File: src/rtl/jtdsp16_sout.sv
// rtl/jtdsp16_sout.sv - multi-channel serial output unit: tagged word FIFO feeding an MSB-first shifter
// Optional even-parity trailer bit: define JTDSP16_SOUT_PARITY_EN.
module jtdsp16_sout #(
  parameter int DW = 16,
  parameter int CH = 2,
  parameter int AW = 2,
  localparam int CW = (CH > 1) ? $clog2(CH) : 1
) (
  input  logic          rst,
  input  logic          clk,
  input  logic          cen,
  input  logic          wr,
  input  logic [CW-1:0] wr_ch,
  input  logic [DW-1:0] din,
  input  logic          short_word,
  input  logic          doen,
  input  logic          ovf_clr,
  output logic          sdo,
  output logic          ock,
  output logic          old,
  output logic [CW-1:0] ch_out,
  output logic          ose,
  output logic          obe,
  output logic          full,
  output logic          ovf
);

`ifdef JTDSP16_SOUT_PARITY_EN
  localparam int PB = 1;
`else
  localparam int PB = 0;
`endif
  localparam int DEPTH = 1 << AW;
  localparam int SW    = DW + PB;
  localparam int CNW   = $clog2(SW + 1);
  localparam int EW    = 1 + CW + DW;

  typedef enum logic {IDLE, SHIFT} state_t;

  state_t          r_state, w_state_n;
  logic [EW-1:0]   r_mem [DEPTH];
  logic [AW-1:0]   r_wp, r_rp;
  logic [AW:0]     r_cnt;
  logic [SW-1:0]   r_sh, w_sh_n, w_load;
  logic [CNW-1:0]  r_bc, w_bc_n, w_load_cnt;
  logic            r_ock, w_ock_n;
  logic            r_old, w_old_n;
  logic            r_ovf;
  logic [CW-1:0]   r_ch, w_ch_n;
  logic            w_pop, w_push, w_wr_ok, w_ovf_set, w_empty, w_full;
  logic [EW-1:0]   w_head;
  logic            w_hshort;
  logic [CW-1:0]   w_hch;
  logic [DW-1:0]   w_hdata;

  assign w_empty = (r_cnt == '0);
  assign w_full  = (r_cnt == (AW+1)'(DEPTH));
  assign w_head  = r_mem[r_rp];
  assign {w_hshort, w_hch, w_hdata} = w_head;

  // A pop in the same cen frees the slot the incoming write needs
  assign w_wr_ok   = wr && (32'(wr_ch) < CH);
  assign w_push    = w_wr_ok && (!w_full || w_pop);
  assign w_ovf_set = w_wr_ok && w_full && !w_pop;

  // Shifter image is left-aligned so sdo is always the top bit
  always_comb begin
    w_load = '0;
    if (w_hshort) w_load = SW'(w_hdata[7:0]) << (SW - 8);
    else          w_load = SW'(w_hdata) << PB;
`ifdef JTDSP16_SOUT_PARITY_EN
    if (w_hshort) w_load[SW-9] = ^w_hdata[7:0];
    else          w_load[0]    = ^w_hdata;
`endif
    w_load_cnt = w_hshort ? CNW'(8 + PB - 1) : CNW'(SW - 1);
  end

  always_comb begin
    w_state_n = r_state;
    w_sh_n    = r_sh;
    w_bc_n    = r_bc;
    w_ock_n   = r_ock;
    w_old_n   = 1'b0;
    w_ch_n    = r_ch;
    w_pop     = 1'b0;
    case (r_state)
      IDLE: begin
        w_ock_n = 1'b0;
        if (!w_empty && doen) begin
          w_pop     = 1'b1;
          w_sh_n    = w_load;
          w_bc_n    = w_load_cnt;
          w_old_n   = 1'b1;
          w_ch_n    = w_hch;
          w_state_n = SHIFT;
        end
      end
      SHIFT: begin
        if (doen) begin
          if (!r_ock) begin
            w_ock_n = 1'b1;
          end else begin
            w_ock_n = 1'b0;
            if (r_bc != '0) begin
              w_sh_n = r_sh << 1;
              w_bc_n = r_bc - CNW'(1);
            end else if (!w_empty) begin
              w_pop   = 1'b1;
              w_sh_n  = w_load;
              w_bc_n  = w_load_cnt;
              w_old_n = 1'b1;
              w_ch_n  = w_hch;
            end else begin
              w_state_n = IDLE;
            end
          end
        end
      end
      default: w_state_n = IDLE;
    endcase
  end

  always_ff @(posedge clk) begin
    if (!rst && cen && w_push) r_mem[r_wp] <= {short_word, wr_ch, din};
  end

  always_ff @(posedge clk) begin
    if (rst) begin
      r_state <= IDLE;
      r_wp    <= '0;
      r_rp    <= '0;
      r_cnt   <= '0;
      r_sh    <= '0;
      r_bc    <= '0;
      r_ock   <= 1'b0;
      r_old   <= 1'b0;
      r_ch    <= '0;
      r_ovf   <= 1'b0;
    end else if (cen) begin
      r_state <= w_state_n;
      r_sh    <= w_sh_n;
      r_bc    <= w_bc_n;
      r_ock   <= w_ock_n;
      r_old   <= w_old_n;
      r_ch    <= w_ch_n;
      if (w_push) r_wp <= r_wp + AW'(1);
      if (w_pop)  r_rp <= r_rp + AW'(1);
      case ({w_push, w_pop})
        2'b10:   r_cnt <= r_cnt + (AW+1)'(1);
        2'b01:   r_cnt <= r_cnt - (AW+1)'(1);
        default: r_cnt <= r_cnt;
      endcase
      if (w_ovf_set)    r_ovf <= 1'b1;
      else if (ovf_clr) r_ovf <= 1'b0;
    end
  end

  assign sdo    = (r_state == SHIFT) ? r_sh[SW-1] : 1'b0;
  assign ock    = r_ock;
  assign old    = r_old;
  assign ch_out = r_ch;
  assign ose    = (r_state == IDLE);
  assign obe    = w_empty;
  assign full   = w_full;
  assign ovf    = r_ovf;

endmodule
File: config.mk
export PLATFORM = sky130hd
export DESIGN_NAME = jtdsp16_sout
export DESIGN_NICKNAME = d
export VERILOG_FILES = /design/src/rtl/jtdsp16_sout.sv
export SDC_FILE = /design/constraint.sdc
export NUM_CORES = 1
export LEC_CHECK = 0
export BUFFER_PORTS_ARGS = -buffer_cell sky130_fd_sc_hd__buf_2
export CORE_ASPECT_RATIO = 0.9
export CORE_UTILIZATION = 55
export CTS_CLUSTER_SIZE = 20
export DETAILED_ROUTE_END_ITERATION = 12
export GPL_TIMING_DRIVEN = 0
export HOLD_SLACK_MARGIN = 0.03
export PLACE_DENSITY = 0.83
export SLEW_MARGIN = 0
export SYNTH_ARGS = -nofsm -noshare
export SYNTH_HDL_FRONTEND = slang
export SYNTH_SLANG_ARGS = --single-unit
File: constraint.sdc
create_clock -name clk -period 3.8 [get_ports clk]
set_input_delay 0.38 -clock clk [delete_from_list [all_inputs] [get_ports clk]]
set_output_delay 0.38 -clock clk [all_outputs]
set_load 0.1 [all_outputs]
# Yosys cells after proc, flatten, opt, wreduce, memory -nomap -nowiden
# Memory sizes are Yosys's and may differ from the RTL's. A register that Yosys moved wholly into a read port is not among the register bits.
# Index checks and enable logic that the tools add are counted.
# word_totals
register_bits	33
mem_bits_rw	72
input_bits	24
out_inout_bits	8
elab_cells	89
n_memories	1
# classes
n_addsub	5
n_eq_ne	9
n_mux	41
bitwise_logic	1
reduce_logical	22
# memory_table
name	depth	word_bits	rd	rd_ports_with_merged_regs	write_ports	line	rtl
r_mem	4	18	1	1	1	41	logic [EW-1:0] r_mem [DEPTH];
# ops
op	count
$mux W16	6
$pmux W16 S2	1
$mux W5	5
$mux W1	20
$pmux W5 S2	1
$reduce_and A2 Y1	5
$pmux W1 S2	4
$logic_and A1 B1 Y1	6
$ne A2 B2 Y1 const B	3
$pmux W3 S2	1
$reduce_and A6 Y1	1
$reduce_and A5 Y1	1
$reduce_bool A5 Y1	1
$sub A5 B1 Y5 const B	1
$add A2 B1 Y2 const B	2
$logic_not A1 Y1	4
$mux W2	2
$mux W4	1
$ne A2 B1 Y1 const B	2
$reduce_bool A2 Y1	2
$add A3 B1 Y3 const B	1
$eq A3 B3 Y1 const B	1
$logic_not A3 Y1	1
$ne A3 B2 Y1 const B	1
5 further kinds	5

# Logic depth before layout (Yosys ltp)
# Gate-level depths: netlist (run 1).
# depth
ltp_word	11
mapped_depth	10
depth_no_buf	9

# Least setup slack after synthesis (run 1)
# Ideal clock, no wire load.
# synth_path
path_type	reg2reg
startpoint	register r_cnt[2]
endpoint	memory r_mem[0][0] (netlist bit) (enable)
setup_time_ns	0.329
t_arrival_ns	3.669
required_time_ns	3.471
slack_ns	-0.199
stages_incl_launch_ff	4
n_path_buf	0
period_less_slack_ns	3.999
path_cell_list	dfxtp_1 nor3b_1 a211oi_1 and2_1
# synth_between
word_cells_on_any_way	16
cone_classes	1 x eq/ne; 8 x mux; 7 x reduce/logical
# synth_rtl
element	line	rtl
start: declaration	43	logic [AW:0] r_cnt;
start signal: assignment	149	2'b10: r_cnt <= r_cnt + (AW+1)'(1);
start signal: assignment	150	2'b01: r_cnt <= r_cnt - (AW+1)'(1);
start signal: assignment	151	default: r_cnt <= r_cnt;
$eq A3 B3 Y1	57	assign w_full = (r_cnt == (AW+1)'(DEPTH));
via full	24	output logic full,
$logic_not A1 Y1	63	assign w_push = w_wr_ok && (!w_full || w_pop);
$logic_or A1 B1 Y1	63	
$logic_and A1 B1 Y1	63	
$logic_and A1 B1 Y1	124	if (!rst && cen && w_push) r_mem[r_wp] <= {short_word, wr_ch, din};
$mux W1	124	
$mux W1 (not written as such)	124	
end: declaration	41	
# The timed path passes the listed nets, and every way through them passes these cells.

# Final worst setup path (run 1)
# layout_path
startpoint	register r_bc[0]
endpoint	memory r_mem[0][12] (netlist bit) (enable)
# layout_between
elab_chain_cells	10
# layout_rtl
element	line	rtl
start: declaration	45	logic [CNW-1:0] r_bc, w_bc_n, w_load_cnt;
start signal: assignment	142	r_bc <= w_bc_n;
$reduce_bool A5 Y1	104	if (r_bc != '0) begin
$mux W1	104	
$mux W1	100	if (!r_ock) begin
$mux W1	99	if (doen) begin
$pmux W1 S2	86	case (r_state)
$logic_or A1 B1 Y1	63	
$logic_and A1 B1 Y1	63	
$logic_and A1 B1 Y1	124	
$mux W1	124	
$mux W1 (not written as such)	124	
# Every way passes these cells.

==> results of run 1 <==
-- state kept, by name, indices dropped and copies added, names as in the netlist, named ones only --
register	cells
ovf	1
old	1
ch_out	1
r_rp	2
ock	1
r_cnt	3
r_bc	5
r_state	1
r_wp	2
r_sh	16
r_mem	72
-- path summary, 6_finish.rpt --
check	to	cells after the start	start	slack, ps
worst max-delay path	r_mem[0][12]$_DFFE_PP_	7	r_bc[0]$_SDFFE_PP0P_	570
worst min-delay path	r_mem[1][11]$_DFFE_PP_	1	din[11]	210
worst max register to register	r_mem[0][12]$_DFFE_PP_	7	r_bc[0]$_SDFFE_PP0P_	570
worst min register to register	r_sh[0]$_SDFFE_PP0P_	2	r_sh[0]$_SDFFE_PP0P_	470
-- cell usage after synthesis (all sizes together), types with 2 or more instances --
master | number | area (um^2)
clkbuf | 15 | 56.3
a21oi | 13 | 65.1
o21ai | 13 | 65.1
nor3 | 13 | 65.1
a31oi | 7 | 43.8
nand4 | 5 | 31.3
o21a | 2 | 15.0
ha | 6 | 75.1
or3 | 2 | 12.5
mux4 | 18 | 405
buf | 5 | 31.3
inv | 11 | 41.3
and2 | 6 | 37.5
mux2i | 12 | 120
o311ai | 3 | 26.3
o31ai | 6 | 45.0
dfxtp | 35 | 701
edfxtp | 72 | 2160
nor3b | 2 | 15.0
nand3 | 3 | 15.0
or2 | 2 | 12.5
nor2 | 16 | 60.1
or2b | 5 | 37.5
mux2 | 7 | 90.1
nand2 | 14 | 52.6
a211o | 2 | 26.3
a211oi | 10 | 75.1
or4b | 2 | 23.8
nor2b | 5 | 31.3
-- layout make-up --
cell class | instances | area, um^2 | area share [%]
timing repair buffer | 29 | 145 | 2.88
tap | 99 | 124 | 2.46
multi-input combinational | 188 | 1580 | 31.4
sequential | 107 | 2860 | 56.9
clock buffer | 10 | 128 | 2.54
buffer | 20 | 87.6 | 1.74
inverter | 11 | 41.3 | 0.820
clock inverter | 6 | 65.1 | 1.29
-- metal layers --
metal	wire length (um)	part of all wire (%)
met1	3780	45
met2	4230	50
met3	373	4.4
met4	82	0.97
met5	0	0
-- cell families (layout without fill, tap and decap cells) --
logic type | after synthesis | count (layout) | share of synthesized area, %
DFF | 107 | 107 | 62.7
adders and majority gates | 7 | 7 | 2.08
buffers and inverters | 31 | 76 | 2.82
muxes | 37 | 37 | 13.5
and+or+nand+nor | 79 | 79 | 9.29
AOI/OAI and AO/OA | 65 | 65 | 9.64
-- power groups by stage --
| stage | sequential [uW] | combinational (uW) | clock (uW) |
|---|---|---|---|
| 2_1_floorplan | 1320 | 214 | 0 |
| 3_3_place_gp | 1320 | 285 | 0 |
| 3_5_place_dp | 1320 | 294 | 0 |
| 4_1_cts | 1290 | 295 | 686 |
| 5_1_grt | 1300 | 321 | 724 |
| 6_report | 1290 | 295 | 672 |
-- through the flow --
step	hold WS (ps)	setup WS, ps
after floorplan	433	883
after global placement	447	591
after detailed placement	451	548
after CTS	194	532
after global routing	192	328
final	210	568
-- worst max-delay path, stage by stage (launching register included) --
cell and delay, ps:
dfxtp_1 350, inv_1 110, ha_1 190, or4b_4 460
buf_6 160, a211o_4 370, a211oi_1 390, and2_1 840
==> flow_metrics.py, run 1 <==
metrics = {
    "run_status": {
        "status": "complete, but fails checks",
        "violations": "design-rule violations",
    },
    "floorplanning": {
        "fp.dieW_um": 98.1,
        "placementRows": 31,
        "die_h_um": 88.4,
        "initial_core_util_pct": 56.9,
        "core_area_um2": 8030,
        "num_io_pins": 32,
        "dieArea_um2": 8670,
    },
    "cells_and_area": {
        "post-route-cell-area_um2": 5030,
        "final_common_cell": "edfxtp_1",
        "drive_gt1_share_pct": 22.1,
        "area_growth_pct": 10.2,
        "fillers": 604,
        "nets": 397,
        "layout_common_cells": "edfxtp_1, dfxtp_1, buf_2, mux4_2",
        "antenna_cells": 0,
        "final_util_pct": 62.7,
        "final_cell_count_no_fill": 470,
    },
    "global_route": {
        "antenna_found_initial": 0,
        "grt_start_max_net_pins": 21,
        "grt_pass1_vias": 2812,
        "use_met1_pct": 27.3,
        "grt_overflow": 0,
        "groute.layer.met3.usage_pct": 5.53,
        "globalRouteMet2Util_pct": 37.2,
        "grt_pass1_wl_um": 13800,
        "grt.busiest_layer": "met2",
        "grt_usage_pct": 21.4,
    },
    "power_and_ir_drop": {
        "internal-power_uw": 1640,
        "p_sw_uw": 614,
        "p_seq_share_pct": 57.2,
        "leakagePower_uw": 0.00174,
        "p_total_uw": 2260,
        "swShare_pct": 27.2,
        "p_per_area_nw_per_um2": 449,
        "p_clk_share_pct": 29.7,
        "peakVddDrop_uv": 288,
        "pwr-share-comb_pct": 13.1,
    },
    "clock_network": {
        "hold_buffers": 0,
        "htree_levels": 3,
        "cts-root-buf": "clkbuf_8",
        "clkLatencyLatePin_ps": 370,
        "clkTransAtPathRegs_ps": 100,
        "cts_resized": 0,
        "tritoncts": "built",
        "cts_setup_buffers": 0,
        "clock_path_buffers": 2,
        "cts_sinks": 107,
        "numCtsBuffers": 9,
    },
    "worst_setup_path": {
        "start_kind": "register",
        "path_class": "reg -> reg",
        "cp.required_ps": 3800,
        "worstPathMaxFanout": 18,
        "cp_data_arrival_time_ps": 3240,
        "worst_setup_path_end_kind": "register",
    },
    "route": {
        "firstDrtPassIters": 8,
        "routed_wl_um": 8460,
        "wl_per_cell_um": 18.0,
        "vias_per_cell": 6.04,
        "first_iter_violations": 200,
        "vias": 2839,
        "antenna_left": 0,
        "post-route-drc-count": 1,
    },
    "placed_design": {
        "place.port_buffers": 29,
        "placedCellCount": 454,
        "gp_congestion": 0.822,
        "place_area_um2": 4840,
        "hpwl_um": 5860,
    },
    "timing": {
        "fmax_mhz": 309,
        "tns_ps": 0,
        "finalSetupViolCount": 0,
        "rsz0062_at_grt": "no",
        "period_needed_ps": 3230,
        "clock_skew_ps": 10.5,
        "hold_viol": 0,
        "finalMaxSlewViolations": 0,
        "relSlewSlack_pct": 30.5,
        "fin_crit_sh_pct": 85.0,
        "worstMarginPinSlew_ps": 1030,
    },
    "yosys": {
        "synth-edff-count": 72,
        "yosysWarnings": 0,
        "syn_area_um2": 4570,
        "synth_async_sr_flop_share_pct": 0,
        "synth_cell_types": 47,
        "syn_inst": 326,
        "syn_avg_cell_area_um2": 14.0,
        "syn-num-nets": 357,
        "seq_area_frac_synth_pct": 62.7,
        "ys_ff_latch": 107,
        "synth-main-ff-cell": "edfxtp_1",
    },
    "flow_run": {
        "max-cap-violations": 0,
    },
    "hold_path": {
        "hp-class": "in -> reg",
    },
}
Power figures use the tool's default switching activity.
==> inputs of run 2 (changes only) <==
--- a/config.mk
+++ b/config.mk
@@ -13,6 +13,7 @@
 export GPL_TIMING_DRIVEN = 0
 export HOLD_SLACK_MARGIN = 0.03
 export PLACE_DENSITY = 0.83
+export RECOVER_POWER = 25
 export SLEW_MARGIN = 0
 export SYNTH_ARGS = -nofsm -noshare
 export SYNTH_HDL_FRONTEND = slang
==> run 2 against run 1 <==
Against the previous run: fmax about the same; final cell count unchanged; highest routed layer unchanged; combinational power about the same; clock skew increased by 1.1 ps; die area unchanged; via count increased by 0.18%; the run still ends with design-rule violations left; register-to-register slack about the same; setup slack improved by 0.75 ps; sequential share of layout area increased by 0.18 points; global-route usage unchanged; first-iteration DRC count increased by 0.50%; non-clock buffer count unchanged.
==> flow_metrics.py, run 2 (synthesized netlist as in run 1, its figures left out) <==
metrics = {
    "run_status": {
        "status": "complete, but fails checks",
        "violations": "design-rule violations",
    },
    "route": {
        "first_iter_violations": 201,
        "routed_wl_um": 8480,
        "vias": 2844,
        "firstDrtPassIters": 8,
        "wl_per_cell_um": 18.0,
        "post-route-drc-count": 1,
        "antenna_left": 0,
        "vias_per_cell": 6.05,
    },
    "cells_and_area": {
        "antenna_cells": 0,
        "largest-register": "r_mem",
        "layout_common_cells": "edfxtp_1, dfxtp_1, clkbuf_1, buf_2, mux4_2",
        "final_common_cell": "edfxtp_1",
        "fillers": 612,
        "largest_reg_flops": 72,
        "nets": 397,
        "drive_gt1_share_pct": 18.6,
        "area_growth_pct": 9.86,
        "reg.largest.list": "r_mem (72), r_sh (16), r_bc (5)",
    },
    "power_and_ir_drop": {
        "swShare_pct": 27.2,
        "pwr-share-comb_pct": 13.0,
        "p_clk_share_pct": 29.8,
        "p_sw_uw": 615,
        "internal-power_uw": 1640,
        "peakVddDrop_uv": 289,
        "p_seq_share_pct": 57.2,
        "leakagePower_uw": 0.00171,
        "p_per_area_nw_per_um2": 450,
    },
    "timing": {
        "clock_skew_ps": 11.6,
        "worstMarginPinSlew_ps": 1030,
        "worst_slack_ps": 569,
        "finalSetupViolCount": 0,
        "fmax_mhz": 310,
        "tns_ps": 0,
        "hold_viol": 0,
        "period_needed_ps": 3230,
        "finalMaxSlewViolations": 0,
        "fin_crit_sh_pct": 85.0,
        "rsz0062_at_grt": "no",
        "relSlewSlack_pct": 30.5,
    },
    "floorplanning": {
        "num_io_pins": 32,
        "dieArea_um2": 8670,
        "initial_core_util_pct": 56.9,
        "fp.dieW_um": 98.1,
        "placementRows": 31,
        "die_h_um": 88.4,
        "core_area_um2": 8030,
    },
    "global_route": {
        "grt_start_max_net_pins": 21,
        "grt_overflow": 0,
        "use_met1_pct": 27.3,
        "grt.busiest_layer": "met2",
        "grt_usage_pct": 21.4,
        "groute.layer.met3.usage_pct": 5.53,
        "grt_pass1_vias": 2812,
        "grt_pass1_wl_um": 13800,
        "antenna_found_initial": 0,
        "globalRouteMet2Util_pct": 37.2,
    },
    "worst_setup_path": {
        "critPathMaxStageDelay_ps": 830,
        "r2r_slack_ps": 570,
        "worst_setup_path_end_kind": "register",
        "r2r_start": "r_bc[0]$_SDFFE_PP0P_",
        "cp.required_ps": 3800,
        "worstReg2RegEnd": "r_mem[0][12]$_DFFE_PP_",
        "crit_family": "simple AND/OR/NAND/NOR gates",
        "path_buf_inv": 2,
        "path_class": "reg -> reg",
        "worstPathMaxFanout": 18,
        "cp_data_arrival_time_ps": 3230,
        "path_cells": "inv_1 > ha_1 > or4b_4 > buf_6 > a211o_4 > a211oi_1 > and2_1",
        "r2r_cells": 7,
        "crit_slowest_cell": "and2_1",
        "start_kind": "register",
    },
    "clock_network": {
        "hold_buffers": 0,
        "clkTransAtPathRegs_ps": 100,
        "clkLatencyLatePin_ps": 380,
        "numCtsBuffers": 9,
        "cts_resized": 0,
        "clock_path_buffers": 2,
        "cts-root-buf": "clkbuf_8",
        "cts_sinks": 107,
        "htree_levels": 3,
        "cts_setup_buffers": 0,
        "tritoncts": "built",
    },
    "placed_design": {
        "place.port_buffers": 29,
        "hpwl_um": 5860,
        "post-place-ws_ps": 548,
        "gp_congestion": 0.822,
    },
    "hold_path": {
        "hold_path_depth": 1,
        "min-delay-start": "din[7]",
        "hp-class": "in -> reg",
        "hold_end": "r_mem[0][7]$_DFFE_PP_",
    },
    "flow_run": {
        "max-cap-violations": 0,
    },
}
[run 2: cell count changes in the layout (fill, tap and decap cells not counted), sizes merged]
cell | before | now
buf | 34 | 21
clkbuf | 25 | 38
[run 2: worst max path at each step]
stage | startpoint | end | cells after the start
floorplan | ock$_SDFFE_PP0P_ | r_cnt[2]$_SDFFE_PP0P_ | 7
global placement | r_bc[0]$_SDFFE_PP0P_ | r_mem[0][11]$_DFFE_PP_ | 7
detailed placement | r_bc[0]$_SDFFE_PP0P_ | r_mem[1][11]$_DFFE_PP_ | 7
CTS | r_bc[0]$_SDFFE_PP0P_ | r_mem[1][6]$_DFFE_PP_ | 7
global route | r_bc[0]$_SDFFE_PP0P_ | r_mem[0][7]$_DFFE_PP_ | 7
finish | r_bc[0]$_SDFFE_PP0P_ | r_mem[0][12]$_DFFE_PP_ | 7
[run 2: metrics by stage]
step           instance area, um^2  utilization (%)  power (uW)  hold WS (ps)  std cells
2_1_floorplan                 4570                -        1540           433        326
4_1_cts                       5030             62.7        2270           194        470
3_5_place_dp                  4840             60.3        1610           451        454
6_report                      5020             62.5        2260           224        470
5_1_grt                       5020             62.5        2340           212        470
3_3_place_gp                  4840             60.3        1600           447        454
[run 2: area by class of cell]
| class | instances | area, um^2 | area share [%] |
|---|---|---|---|
| Clock inverter | 6 | 65.1 | 1.30 |
| Inverter | 11 | 41.3 | 0.823 |
| Tap cell | 99 | 124 | 2.47 |
| Timing Repair Buffer | 29 | 129 | 2.57 |
| Sequential cell | 107 | 2860 | 57.1 |
| Clock buffer | 10 | 128 | 2.54 |
| Multi-Input combinational cell | 188 | 1580 | 31.5 |
| Buffer | 20 | 87.6 | 1.75 |
[run 2: layer usage]
metal / up-vias / wire length [um]
met2: 68 / 4220
li1: 1342 / -
met5: - / 0
met1: 1422 / 3740
met4: 0 / 82
met3: 12 / 431
[run 2: power groups by stage]
stage               combinational [uW]  clock (uW)  sequential (uW)
floorplan                          214           0             1320
global placement                   285           0             1320
detailed placement                 294           0             1320
CTS                                295         686             1290
global route                       319         724             1300
finish                             293         673             1290
